<file path="config.mk">
export PLATFORM = sky130hd
export DESIGN_NAME = alarm_controller_flat
export DESIGN_NICKNAME = d
export VERILOG_FILES = /design/src/rtl/alarm_controller_pkg.sv /design/src/rtl/alarm_controller_if.sv /design/src/rtl/alarm_controller_blink_gen.sv /design/src/rtl/alarm_controller.sv /design/src/flat_wrapper.sv
export SDC_FILE = /design/constraint.sdc
export NUM_CORES = 1
export LEC_CHECK = 0
export ABC_AREA = 1
export BUFFER_PORTS_ARGS = -buffer_cell sky130_fd_sc_hd__buf_2
export CAP_MARGIN = 25
export CORE_MARGIN = 3
export CORE_UTILIZATION = 40
export CTS_BUF_LIST = sky130_fd_sc_hd__clkbuf_4
export DETAILED_ROUTE_END_ITERATION = 8
export HOLD_SLACK_MARGIN = 0.15
export SLEW_MARGIN = 20
export SYNTH_ARGS = -nofsm -noshare
export SYNTH_HDL_FRONTEND = slang
export SYNTH_SLANG_ARGS = --single-unit
</file>
<file path="constraint.sdc">
create_clock -name clk -period 1.3 [get_ports clk]
set_input_delay 0.13 -clock clk [delete_from_list [all_inputs] [get_ports clk]]
set_output_delay 0.13 -clock clk [all_outputs]
set_load 0.02 [all_outputs]
</file>
<file path="src/rtl/alarm_controller_pkg.sv">
// Shared types and constants for the clock/alarm blocks.
package clock_pkg;

  typedef enum logic [1:0] {
    IDLE    = 2'd0,
    SET     = 2'd1,
    RINGING = 2'd2,
    SNOOZE  = 2'd3
  } alarm_state_t;

  localparam int HOUR_W = 6;
  localparam int MIN_W  = 7;

  localparam logic [6:0] SEG_OFF = 7'b1111111;
  localparam logic [6:0] SEG_ALL = 7'b0000000;

  function automatic logic [6:0] wrap_inc(input logic [6:0] value, input logic [6:0] max_value);
    return (value >= max_value) ? 7'd0 : value + 7'd1;
  endfunction

endpackage

</file>
<file path="src/rtl/alarm_controller_if.sv">
// Time/button inputs and alarm outputs exchanged with the alarm stage.
interface alarm_controller_if;
  import clock_pkg::*;

  logic [HOUR_W-1:0] curr_hours;
  logic [MIN_W-1:0]  curr_minutes;
  logic              minute_tick;
  logic              alarm_enable;
  logic              btn_set;
  logic              btn_inc_hour;
  logic              btn_inc_min;
  logic              btn_stop;
  logic              btn_snooze;
  logic [HOUR_W-1:0] alarm_hours;
  logic [MIN_W-1:0]  alarm_minutes;
  logic              alarm_active;
  logic [6:0]        alarm_signal;

  modport master (
    output curr_hours, curr_minutes, minute_tick, alarm_enable,
    output btn_set, btn_inc_hour, btn_inc_min, btn_stop, btn_snooze,
    input  alarm_hours, alarm_minutes, alarm_active, alarm_signal
  );

  modport slave (
    input  curr_hours, curr_minutes, minute_tick, alarm_enable,
    input  btn_set, btn_inc_hour, btn_inc_min, btn_stop, btn_snooze,
    output alarm_hours, alarm_minutes, alarm_active, alarm_signal
  );

endinterface

</file>
<file path="src/rtl/alarm_controller_blink_gen.sv">
// Blink phase generator: phase toggles every DIV clocks, held at 0 while clr_i is high.
module blink_gen #(
  parameter int DIV = 25_000_000
) (
  input  logic clk,
  input  logic rst,
  input  logic clr_i,
  output logic phase_o
);

  localparam int CW = (DIV > 1) ? $clog2(DIV) : 1;

  logic [CW-1:0] cnt_q, cnt_d;
  logic          phase_q, phase_d;

  always_comb begin
    cnt_d   = cnt_q;
    phase_d = phase_q;
    if (clr_i) begin
      cnt_d   = '0;
      phase_d = 1'b0;
    end else if (cnt_q == CW'(DIV - 1)) begin
      cnt_d   = '0;
      phase_d = ~phase_q;
    end else begin
      cnt_d = cnt_q + 1'b1;
    end
  end

  always_ff @(posedge clk) begin
    if (rst) begin
      cnt_q   <= '0;
      phase_q <= 1'b0;
    end else begin
      cnt_q   <= cnt_d;
      phase_q <= phase_d;
    end
  end

  assign phase_o = phase_q;

endmodule

</file>
<file path="src/rtl/alarm_controller.sv">
// Alarm stage: settable alarm time, match edge detect, ring/snooze/timeout FSM and blink output.
import clock_pkg::*;

module alarm_controller #(
  parameter int DEFAULT_HOUR   = 7,
  parameter int DEFAULT_MIN    = 0,
  parameter int RING_MINUTES   = 5,
  parameter int SNOOZE_MINUTES = 5,
  parameter int BLINK_DIV      = 25_000_000
) (
  input logic              clk,
  input logic              rst,
  alarm_controller_if.slave bus
);

  localparam int RW = (RING_MINUTES > 0)   ? $clog2(RING_MINUTES + 1)   : 1;
  localparam int SW = (SNOOZE_MINUTES > 0) ? $clog2(SNOOZE_MINUTES + 1) : 1;

  alarm_state_t      state_q, state_d;
  logic [HOUR_W-1:0] hour_q, hour_d;
  logic [MIN_W-1:0]  min_q, min_d;
  logic [RW-1:0]     ring_cnt_q, ring_cnt_d;
  logic [SW-1:0]     snooze_cnt_q, snooze_cnt_d;
  logic              match, match_prev_q;
  logic              alarm_active_q;
  logic              blink_phase;

  assign match = (bus.curr_hours == hour_q) && (bus.curr_minutes == min_q);

  always_comb begin
    state_d      = state_q;
    hour_d       = hour_q;
    min_d        = min_q;
    ring_cnt_d   = (state_q == RINGING) ? ring_cnt_q : '0;
    snooze_cnt_d = (state_q == SNOOZE) ? snooze_cnt_q : '0;
    unique case (state_q)
      IDLE: begin
        if (bus.btn_set)
          state_d = SET;
        else if (bus.alarm_enable && match && !match_prev_q)
          state_d = RINGING;
      end
      SET: begin
        if (bus.btn_inc_hour)
          hour_d = HOUR_W'(wrap_inc(7'(hour_q), 7'd23));
        if (bus.btn_inc_min)
          min_d = wrap_inc(min_q, 7'd59);
        if (bus.btn_set)
          state_d = IDLE;
      end
      RINGING: begin
        if (!bus.alarm_enable || bus.btn_stop) begin
          state_d = IDLE;
        end else if (bus.btn_snooze) begin
          state_d = SNOOZE;
        end else if (bus.minute_tick) begin
          if (ring_cnt_q >= RW'(RING_MINUTES - 1))
            state_d = IDLE;
          else
            ring_cnt_d = ring_cnt_q + 1'b1;
        end
      end
      SNOOZE: begin
        if (!bus.alarm_enable || bus.btn_stop) begin
          state_d = IDLE;
        end else if (bus.minute_tick) begin
          if (snooze_cnt_q >= SW'(SNOOZE_MINUTES - 1))
            state_d = RINGING;
          else
            snooze_cnt_d = snooze_cnt_q + 1'b1;
        end
      end
      default: state_d = IDLE;
    endcase
  end

  always_ff @(posedge clk) begin
    if (rst) begin
      state_q        <= IDLE;
      hour_q         <= HOUR_W'(DEFAULT_HOUR);
      min_q          <= MIN_W'(DEFAULT_MIN);
      ring_cnt_q     <= '0;
      snooze_cnt_q   <= '0;
      match_prev_q   <= 1'b0;
      alarm_active_q <= 1'b0;
    end else begin
      state_q        <= state_d;
      hour_q         <= hour_d;
      min_q          <= min_d;
      ring_cnt_q     <= ring_cnt_d;
      snooze_cnt_q   <= snooze_cnt_d;
      match_prev_q   <= match;
      alarm_active_q <= (state_d == RINGING);
    end
  end

  // Held clear outside RINGING so every entry starts lit with a fresh half-period.
  blink_gen #(.DIV(BLINK_DIV)) u_blink (
    .clk     (clk),
    .rst     (rst),
    .clr_i   (state_q != RINGING),
    .phase_o (blink_phase)
  );

  assign bus.alarm_hours   = hour_q;
  assign bus.alarm_minutes = min_q;
  assign bus.alarm_active  = alarm_active_q;
  assign bus.alarm_signal  = (state_q == RINGING && !blink_phase) ? SEG_ALL : SEG_OFF;

endmodule

</file>
<file path="src/flat_wrapper.sv">
// flat-port wrapper written by rule: the top's interface ports become plain ports
module alarm_controller_flat 
#(
  parameter int DEFAULT_HOUR   = 7,
  parameter int DEFAULT_MIN    = 0,
  parameter int RING_MINUTES   = 5,
  parameter int SNOOZE_MINUTES = 5,
  parameter int BLINK_DIV      = 25_000_000
)
  (clk, rst, bus_curr_hours, bus_curr_minutes, bus_minute_tick, bus_alarm_enable, bus_btn_set, bus_btn_inc_hour, bus_btn_inc_min, bus_btn_stop, bus_btn_snooze, bus_alarm_hours, bus_alarm_minutes, bus_alarm_active, bus_alarm_signal);
  alarm_controller_if bus_i ();
  input logic clk;
  input logic rst;
  input wire logic [$bits(bus_i.curr_hours)-1:0] bus_curr_hours;
  input wire logic [$bits(bus_i.curr_minutes)-1:0] bus_curr_minutes;
  input wire logic [$bits(bus_i.minute_tick)-1:0] bus_minute_tick;
  input wire logic [$bits(bus_i.alarm_enable)-1:0] bus_alarm_enable;
  input wire logic [$bits(bus_i.btn_set)-1:0] bus_btn_set;
  input wire logic [$bits(bus_i.btn_inc_hour)-1:0] bus_btn_inc_hour;
  input wire logic [$bits(bus_i.btn_inc_min)-1:0] bus_btn_inc_min;
  input wire logic [$bits(bus_i.btn_stop)-1:0] bus_btn_stop;
  input wire logic [$bits(bus_i.btn_snooze)-1:0] bus_btn_snooze;
  output wire logic [$bits(bus_i.alarm_hours)-1:0] bus_alarm_hours;
  output wire logic [$bits(bus_i.alarm_minutes)-1:0] bus_alarm_minutes;
  output wire logic [$bits(bus_i.alarm_active)-1:0] bus_alarm_active;
  output wire logic [$bits(bus_i.alarm_signal)-1:0] bus_alarm_signal;
  assign bus_i.curr_hours = bus_curr_hours;
  assign bus_i.curr_minutes = bus_curr_minutes;
  assign bus_i.minute_tick = bus_minute_tick;
  assign bus_i.alarm_enable = bus_alarm_enable;
  assign bus_i.btn_set = bus_btn_set;
  assign bus_i.btn_inc_hour = bus_btn_inc_hour;
  assign bus_i.btn_inc_min = bus_btn_inc_min;
  assign bus_i.btn_stop = bus_btn_stop;
  assign bus_i.btn_snooze = bus_btn_snooze;
  assign bus_alarm_hours = bus_i.alarm_hours;
  assign bus_alarm_minutes = bus_i.alarm_minutes;
  assign bus_alarm_active = bus_i.alarm_active;
  assign bus_alarm_signal = bus_i.alarm_signal;
  alarm_controller #(.DEFAULT_HOUR(DEFAULT_HOUR), .DEFAULT_MIN(DEFAULT_MIN), .RING_MINUTES(RING_MINUTES), .SNOOZE_MINUTES(SNOOZE_MINUTES), .BLINK_DIV(BLINK_DIV)) u_core (.clk(clk), .rst(rst), .bus(bus_i));
endmodule
</file>
==> results of run 1 <==
per-stage QoR:
step           hold slack (ns)  setup TNS [ns]
4_1_cts                  0.150           -2.03
3_3_place_gp             0.412           -1.65
3_5_place_dp             0.433           -1.54
6_report                 0.158           -2.06
2_1_floorplan            0.293          -0.137
5_1_grt                  0.164           -4.64
cells in the mapped netlist, types with 2 or more instances:
cell type | number | area share (%)
sky130_fd_sc_hd__a31oi_1 | 4 | 0.91
sky130_fd_sc_hd__nor2_2 | 6 | 1.4
sky130_fd_sc_hd__dfxtp_1 | 49 | 36
sky130_fd_sc_hd__a21oi_2 | 8 | 2.6
sky130_fd_sc_hd__xor2_1 | 9 | 2.9
sky130_fd_sc_hd__nor2_1 | 57 | 7.8
sky130_fd_sc_hd__o21ai_0 | 9 | 1.6
sky130_fd_sc_hd__nand2_2 | 4 | 0.91
sky130_fd_sc_hd__nand4_1 | 7 | 1.6
sky130_fd_sc_hd__buf_4 | 7 | 1.9
sky130_fd_sc_hd__a21oi_1 | 14 | 2.6
sky130_fd_sc_hd__xnor2_1 | 4 | 1.3
sky130_fd_sc_hd__inv_2 | 2 | 0.27
sky130_fd_sc_hd__nor3_1 | 16 | 2.9
sky130_fd_sc_hd__nand3_1 | 18 | 3.3
sky130_fd_sc_hd__nand2_1 | 111 | 15
sky130_fd_sc_hd__ha_1 | 7 | 3.2
sky130_fd_sc_hd__nand3b_1 | 2 | 0.55
sky130_fd_sc_hd__inv_1 | 62 | 8.5
sky130_fd_sc_hd__or2_2 | 4 | 0.91
registers in the layout (all words and copies together), names as in the netlist:
name                      cells
u_core.snooze_cnt_q           3
u_core.bus.alarm_minutes      7
u_core.match_prev_q           1
u_core.ring_cnt_q             3
u_core.u_blink.cnt_q         25
u_core.u_blink.phase_o        1
u_core.state_q                2
u_core.bus.alarm_hours        6
u_core.bus.alarm_active       1
metal layers:
layer | GRT usage, % | vias up | part of all wire [%]
met5 | 0 | - | 0
met4 | 3.71 | 0 | 1.1
met3 | 3.07 | 9 | 2.5
met2 | 31.6 | 39 | 49
met1 | 23.8 | 1257 | 48
li1 | - | 1480 | -
final timing paths:
path / slack, ns / start / cells after the start / endpoint
setup / recovery: -0.08 / u_core.state_q[0]$_SDFF_PP0_ / 5 / bus_alarm_signal[0]
setup reg to reg: -0.07 / u_core.u_blink.cnt_q[16]$_SDFF_PP0_ / 8 / u_core.u_blink.cnt_q[15]$_SDFF_PP0_
hold / removal: 0.16 / bus_curr_minutes[1] / 6 / u_core.match_prev_q$_SDFF_PP0_
hold reg to reg: 0.48 / u_core.u_blink.phase_o$_SDFFE_PP0P_ / 2 / u_core.u_blink.phase_o$_SDFFE_PP0P_
power by group:
group / internal (mW) / switching (mW) / total [mW]
Clock: 0.422 / 0.489 / 0.911
Combinational: 0.142 / 0.151 / 0.293
Sequential: 1.52 / 0.0188 / 1.54
cells by family after synthesis:
group,share of synthesized area [%]
xor gates and xnor gates,4.15
adders and majority gates,3.19
and+or+nand+nor,36.2
AOI/OAI and AO/OA,8.79
DFF,35.7
buffers and inverters,12.0
worst max-delay path, stage by stage (launching register included):
cell and delay (ns):
sky130_fd_sc_hd__dfxtp_2 0.35, sky130_fd_sc_hd__buf_6 0.12, sky130_fd_sc_hd__nor2_4 0.09, sky130_fd_sc_hd__buf_6 0.12, sky130_fd_sc_hd__nand2_8 0.07, sky130_fd_sc_hd__buf_6 0.14
what timing repair did:
action,4_1_cts,5_1_grt
hold buffers,16,1
resized for setup,36,56
buffers inserted,3,3
endpoints found under the hold margin,16,1
pin swaps,2,15
gates cloned,1,0
endpoints found under the setup margin,34,46
cell type report:
class | count | share of cell area [%]
Sequential cell | 49 | 26.3
Timing Repair Buffer | 104 | 21.0
Clock inverter | 2 | 0.874
Tap cell | 77 | 2.49
Inverter | 64 | 6.28
Multi-Input combinational cell | 289 | 41.9
Clock buffer | 6 | 1.17
==> tab_implementation.tex, run 1 <==
\begin{tabular}{lr}
\hline
Metric & Value \\
\hline
\multicolumn{2}{l}{\textbf{Global routing}} \\
Initial antenna violation count & 0 \\
Pin count of the biggest net entering global routing & 15 \\
Global-route wire length before repair & between 10 and 15 mm \\
Via count of the first global-routing pass & around 2600 \\
Total global-route track usage & 18.3\% \\
Residual overflow from global routing & 0 \\
\multicolumn{2}{l}{\textbf{Worst hold path}} \\
Worst hold-check path type & input port to flop \\
\multicolumn{2}{l}{\textbf{Timing}} \\
Final worst-path setup slack & -0.0803 ns \\
Final worst clock skew & 0.0185 ns \\
Max\_slew headroom & approximately three quarters \\
Pin slew with the least headroom to its limit & approximately 0.38 ns \\
Maximum clock frequency & between 0.7 and 0.8 GHz \\
Final count of negative-setup-slack endpoints & 33 \\
Number of slew-limit violations in the final report & 0 \\
Final worst path period share & 106\% \\
Unrepaired setup endpoints after global routing & yes \\
Final hold vios & 0 \\
Final period demand of the worst path & $\sim$1.4 ns \\
\multicolumn{2}{l}{\textbf{Final layout}} \\
Area of combinational cells with multiple inputs & 1620 um2 \\
Non-Filler Instances & 591 \\
Finished Cell Area & between 3000 and 4000 um2 \\
Utilization after layout & between 50\% and 60\% \\
Fraction of final layout cells sized beyond drive strength 1 & about 36\% \\
Number of nets in the layout & approximately 540 \\
Filler cell count in the final layout & 625 \\
Area added between synthesis and finish & 40.8\% \\
Most frequent cells in the layout & sky130\_fd\_sc\_hd\_\_nand2\_1 (104), sky130\_fd\_sc\_hd\_\_inv\_1 (60), sky130\_fd\_sc\_hd\_\_nor2\_1 (46) \\
Number of inserted diodes & 0 \\
Leading cell type in the layout, fill and taps excluded & sky130\_fd\_sc\_hd\_\_nand2\_1 \\
Sequential cell area & a little over 1000 um2 \\
\multicolumn{2}{l}{\textbf{Detailed routing}} \\
Starting DRT DRC Count & roughly 120 \\
Routed via count divided by cell count & about 4.7 \\
Post-detailed-route wirelength per cell & around 12 um \\
Number of search-and-repair iterations in the first detailed-routing pass & 4 \\
Residual DRC count & 0 \\
Final antenna-violating net count & 0 \\
Total wirelength of the detailed-routed design & approximately 7.0 mm \\
Routed via count & approximately 2800 \\
\multicolumn{2}{l}{\textbf{Logic synthesis}} \\
Synthesized netlist cell count & 412 \\
Mapped Nets & between 400 and 500 \\
Count of unique library cells instantiated by Yosys & 32 \\
Avg Synthesized Cell Area & between 6 and 7 um2 \\
Cell area after synthesis & $\sim$2700 um2 \\
Yosys warning count & 0 \\
Leading register cell type out of synthesis & sky130\_fd\_sc\_hd\_\_dfxtp\_1 \\
Register area share after synthesis & 35.7\% \\
\#FFs+latches synth & $\sim$50 \\
Async set-reset flop share out of synthesis & 0\% \\
Count of flip-flops with a built-in enable after synthesis & 0 \\
\multicolumn{2}{l}{\textbf{Status}} \\
Violated checks & negative setup slack \\
Run status & complete, but fails checks \\
\multicolumn{2}{l}{\textbf{CTS}} \\
CTS H-Tree Depth & 2 \\
Clock Sink Count & 49 \\
Cell at the root of the clock tree & sky130\_fd\_sc\_hd\_\_clkbuf\_4 \\
Clock latency at the later pin of the worst-skew pair & around 0.37 ns \\
Number of buffers on the longest clock path & 2 \\
Num CTS Buffers & 5 \\
Clock tree from TritonCTS & built \\
Clk slew on worst S/H paths & between 0.1 and 0.15 ns \\
\multicolumn{2}{l}{\textbf{Place}} \\
Buffers on Ports & 42 \\
Post-Place Setup Slack & -0.0703 ns \\
Area after DPL & 3280 um2 \\
\# placed instances & around 560 \\
Global placement routability congestion & approximately 0.85 \\
DP HPWL & approximately 5 mm \\
\multicolumn{2}{l}{\textbf{Floorplanning}} \\
I/O pin cnt & 43 \\
Total core area & 6490 um2 \\
Floorplan row count & 29 \\
Initial Utilization & 42.3\% \\
DIE WIDTH & 88.9 um \\
Total die area & roughly 8000 um2 \\
Die H & 88.9 um \\
\multicolumn{2}{l}{\textbf{Worst setup path}} \\
Type of origin of the critical path & flop \\
Critical Path Sink Type & primary output \\
Top fanout value on the critical path & 7 \\
Data arrival at the endpoint of the critical path & about 1.3 ns \\
Class of the most critical setup path & flop to primary output \\
Data required time at the worst endpoint & 1.17 ns \\
\multicolumn{2}{l}{\textbf{Power and ir drop}} \\
Cell Pwr Density & just over 700 nW/um2 \\
Post-route total power & $\sim$2.7 mW \\
Leakage power total & 1.67 nW \\
Peak ir drop on the vdd network & 585 uV \\
\multicolumn{2}{l}{\textbf{Run}} \\
Number of max-cap violations & 0 \\
\hline
\end{tabular}
No activity file was read; power rests on OpenSTA's default activity.
==> run 2: changes to the inputs <==
Settings changed: RECOVER_POWER from default to 50.
==> run 2 against run 1 <==
The run still ends with negative setup slack left. Power fell by 0.11%. Sequential share of layout area barely moved. Global-route usage did not move.
==> tab_implementation.tex, run 2 (synthesis gave the netlist of run 1 again) <==
\begin{tabular}{lr}
\hline
Metric & Value \\
\hline
\multicolumn{2}{l}{\textbf{Status}} \\
Run status & complete, but fails checks \\
Violated checks & negative setup slack \\
\multicolumn{2}{l}{\textbf{Global routing}} \\
Via count of the first global-routing pass & 2643 (unchanged) \\
Initial antenna violation count & 0 (unchanged) \\
Global-route wire length before repair & 11.6 mm (unchanged) \\
Pin count of the biggest net entering global routing & 15 (unchanged) \\
Total global-route track usage & 18.3\% (unchanged) \\
Residual overflow from global routing & 0 (unchanged) \\
\multicolumn{2}{l}{\textbf{Floorplanning}} \\
DIE WIDTH & 88.9 um (unchanged) \\
Total core area & 6490 um2 (unchanged) \\
Total die area & 7900 um2 (unchanged) \\
I/O pin cnt & 43 (unchanged) \\
Initial Utilization & 42.3\% (unchanged) \\
Floorplan row count & 29 (unchanged) \\
Die H & 88.9 um (unchanged) \\
\multicolumn{2}{l}{\textbf{Final layout}} \\
Biggest register & u\_core.u\_blink.cnt\_q \\
Most frequent cells in the layout & sky130\_fd\_sc\_hd\_\_nand2\_1 (104), sky130\_fd\_sc\_hd\_\_inv\_1 (60), sky130\_fd\_sc\_hd\_\_nor2\_1 (46) \\
Sequential cell area & 1010 um2 (-0.25\%) \\
Number of nets in the layout & 542 (unchanged) \\
Filler cell count in the final layout & 631 (+0.96\%) \\
Number of inserted diodes & 0 (unchanged) \\
Area of combinational cells with multiple inputs & 1610 um2 (-0.62\%) \\
Flip-flop count of the largest register, all copies and words added & 25 (unchanged) \\
Finished Cell Area & 3850 um2 (-0.39\%) \\
Area added between synthesis and finish & 40.2\% \\
Fraction of final layout cells sized beyond drive strength 1 & 34.8\% (-1.2 points) \\
Leading cell type in the layout, fill and taps excluded & sky130\_fd\_sc\_hd\_\_nand2\_1 \\
\multicolumn{2}{l}{\textbf{Detailed routing}} \\
Residual DRC count & 0 (unchanged) \\
Number of search-and-repair iterations in the first detailed-routing pass & 4 (unchanged) \\
Routed via count & 2783 (-0.072\%) \\
Total wirelength of the detailed-routed design & 6.95 mm (-0.22\%) \\
Routed via count divided by cell count & 4.71 (about the same) \\
Starting DRT DRC Count & 119 (-2.5\%) \\
Final antenna-violating net count & 0 (unchanged) \\
Post-detailed-route wirelength per cell & 11.8 um (-0.22\%) \\
\multicolumn{2}{l}{\textbf{Timing}} \\
Max\_slew headroom & 74.0\% (about the same) \\
Final worst clock skew & 0.0187 ns (+0.000154 ns) \\
Unrepaired setup endpoints after global routing & yes \\
Final hold vios & 0 (unchanged) \\
Final period demand of the worst path & 1.38 ns (-0.00102 ns) \\
Final count of negative-setup-slack endpoints & 32 (-3.0\%) \\
Number of slew-limit violations in the final report & 0 (unchanged) \\
Pin slew with the least headroom to its limit & 0.384 ns (-0.0000101 ns) \\
Maximum clock frequency & 0.725 GHz (about the same) \\
Final worst-path setup slack & -0.0793 ns (+0.00102 ns) \\
Final worst path period share & 106\% (about the same) \\
\multicolumn{2}{l}{\textbf{Power and ir drop}} \\
Leakage power total & 1.66 nW (-0.66\%) \\
Cell Pwr Density & 711 nW/um2 (+0.28\%) \\
Post-route total power & 2.74 mW (-0.11\%) \\
Peak ir drop on the vdd network & 586 uV (about the same) \\
\multicolumn{2}{l}{\textbf{Worst setup path}} \\
Data arrival at the endpoint of the critical path & 1.25 ns (about the same) \\
Worst setup slack for register-to-register paths & -0.07 ns (about the same) \\
Critical Path Sink Type & primary output \\
Worst r2r path cells & 8 (unchanged) \\
Class of the most critical setup path & flop to primary output \\
Top fanout value on the critical path & 7 (unchanged) \\
Critical path destination & bus\_alarm\_signal[0] \\
Critical path startpoint & u\_core.state\_q[0]\$\_SDFF\_PP0\_ \\
Type of origin of the critical path & flop \\
Worst r2r src & u\_core.u\_blink.cnt\_q[16]\$\_SDFF\_PP0\_ \\
Data required time at the worst endpoint & 1.17 ns (about the same) \\
Worst reg2reg path endpoint & u\_core.u\_blink.cnt\_q[15]\$\_SDFF\_PP0\_ \\
\multicolumn{2}{l}{\textbf{Worst hold path}} \\
Worst hold-check path type & input port to flop \\
Count of cells along the worst hold path & 6 (unchanged) \\
\multicolumn{2}{l}{\textbf{CTS}} \\
Clock latency at the later pin of the worst-skew pair & 0.37 ns (about the same) \\
CTS H-Tree Depth & 2 (unchanged) \\
Clk slew on worst S/H paths & 0.14 ns (about the same) \\
Clock Sink Count & 49 (unchanged) \\
Clock tree from TritonCTS & built \\
Num CTS Buffers & 5 (unchanged) \\
Number of buffers on the longest clock path & 2 (unchanged) \\
Cell at the root of the clock tree & sky130\_fd\_sc\_hd\_\_clkbuf\_4 \\
\multicolumn{2}{l}{\textbf{Place}} \\
Area after DPL & 3280 um2 (unchanged) \\
Global placement routability congestion & 0.847 (unchanged) \\
Buffers on Ports & 42 (unchanged) \\
DP HPWL & 5.06 mm (unchanged) \\
\multicolumn{2}{l}{\textbf{Run}} \\
Number of max-cap violations & 0 (unchanged) \\
\hline
\end{tabular}
==> run 2: changes by cell type in the layout (fill, tap and decap cells not counted), sizes merged <==
cell	previous run	this run
buf	87	85
clkbuf	6	8
==> run 2: critical path, stage by stage (launching register included) <==
cell and delay [ns]:
sky130_fd_sc_hd__dfxtp_2 0.35, sky130_fd_sc_hd__buf_6 0.12, sky130_fd_sc_hd__nor2_4 0.09, sky130_fd_sc_hd__buf_6 0.12, sky130_fd_sc_hd__nand2_8 0.07, sky130_fd_sc_hd__buf_6 0.14
==> run 2: area by class of cell <==
class / count / area share [%]
Clock buffer: 6 / 1.17
Clock inverter: 2 / 0.877
Inverter: 64 / 6.30
Multi-Input combinational cell: 289 / 41.8
Sequential cell: 49 / 26.3
Tap cell: 77 / 2.50
Timing Repair Buffer: 104 / 21.1
==> run 2: what timing repair did <==
action,in CTS,in global routing
endpoints found under the setup margin,34,46
resized for setup,36,56
pin swaps,2,15
hold buffers,16,1
cloned,1,0
buffers inserted,3,3
hold endpoints to repair,16,1
==> run 2: where the power goes <==
group / leakage (nW) / internal (mW) / switching [mW] / total, mW
sequential: 0.406 / 1.52 / 0.0187 / 1.54
clock: 0.0433 / 0.422 / 0.490 / 0.912
combinational: 1.21 / 0.141 / 0.149 / 0.291
total: 1.66 / 2.08 / 0.658 / 2.74
==> run 2: stage by stage <==
stage | std cells | TNS [ns] | hold WS [ns] | util [%] | setup slack, ns
after floorplan | 412 | -0.137 | 0.293 | - | -0.0109
after global placement | 559 | -1.65 | 0.412 | 50.6 | -0.0753
after detailed placement | 559 | -1.54 | 0.433 | 50.6 | -0.0703
after CTS | 587 | -2.03 | 0.150 | 56.7 | -0.0878
after global routing | 591 | -5.04 | 0.164 | 59.3 | -0.156
final | 591 | -2.06 | 0.159 | 59.3 | -0.0793
==> run 2: worst min-delay path by stage <==
stage | from | end
2_1_floorplan | bus_alarm_enable | u_core.snooze_cnt_q[2]$_SDFF_PP0_
3_3_place_gp | bus_btn_stop | u_core.snooze_cnt_q[2]$_SDFF_PP0_
3_5_place_dp | bus_btn_stop | u_core.snooze_cnt_q[2]$_SDFF_PP0_
4_1_cts | bus_curr_minutes[1] | u_core.match_prev_q$_SDFF_PP0_
5_1_grt | bus_curr_hours[2] | u_core.match_prev_q$_SDFF_PP0_
6_report | bus_curr_minutes[1] | u_core.match_prev_q$_SDFF_PP0_
==> run 2: metal layers <==
layer / global-route usage, % / vias to the layer above / share of wire (%)
li1: - / 1481 / -
met1: 23.8 / 1246 / 47
met2: 31.6 / 47 / 49
met3: 3.07 / 9 / 3.3
met4: 3.71 / 0 / 1.1
met5: 0 / - / 0
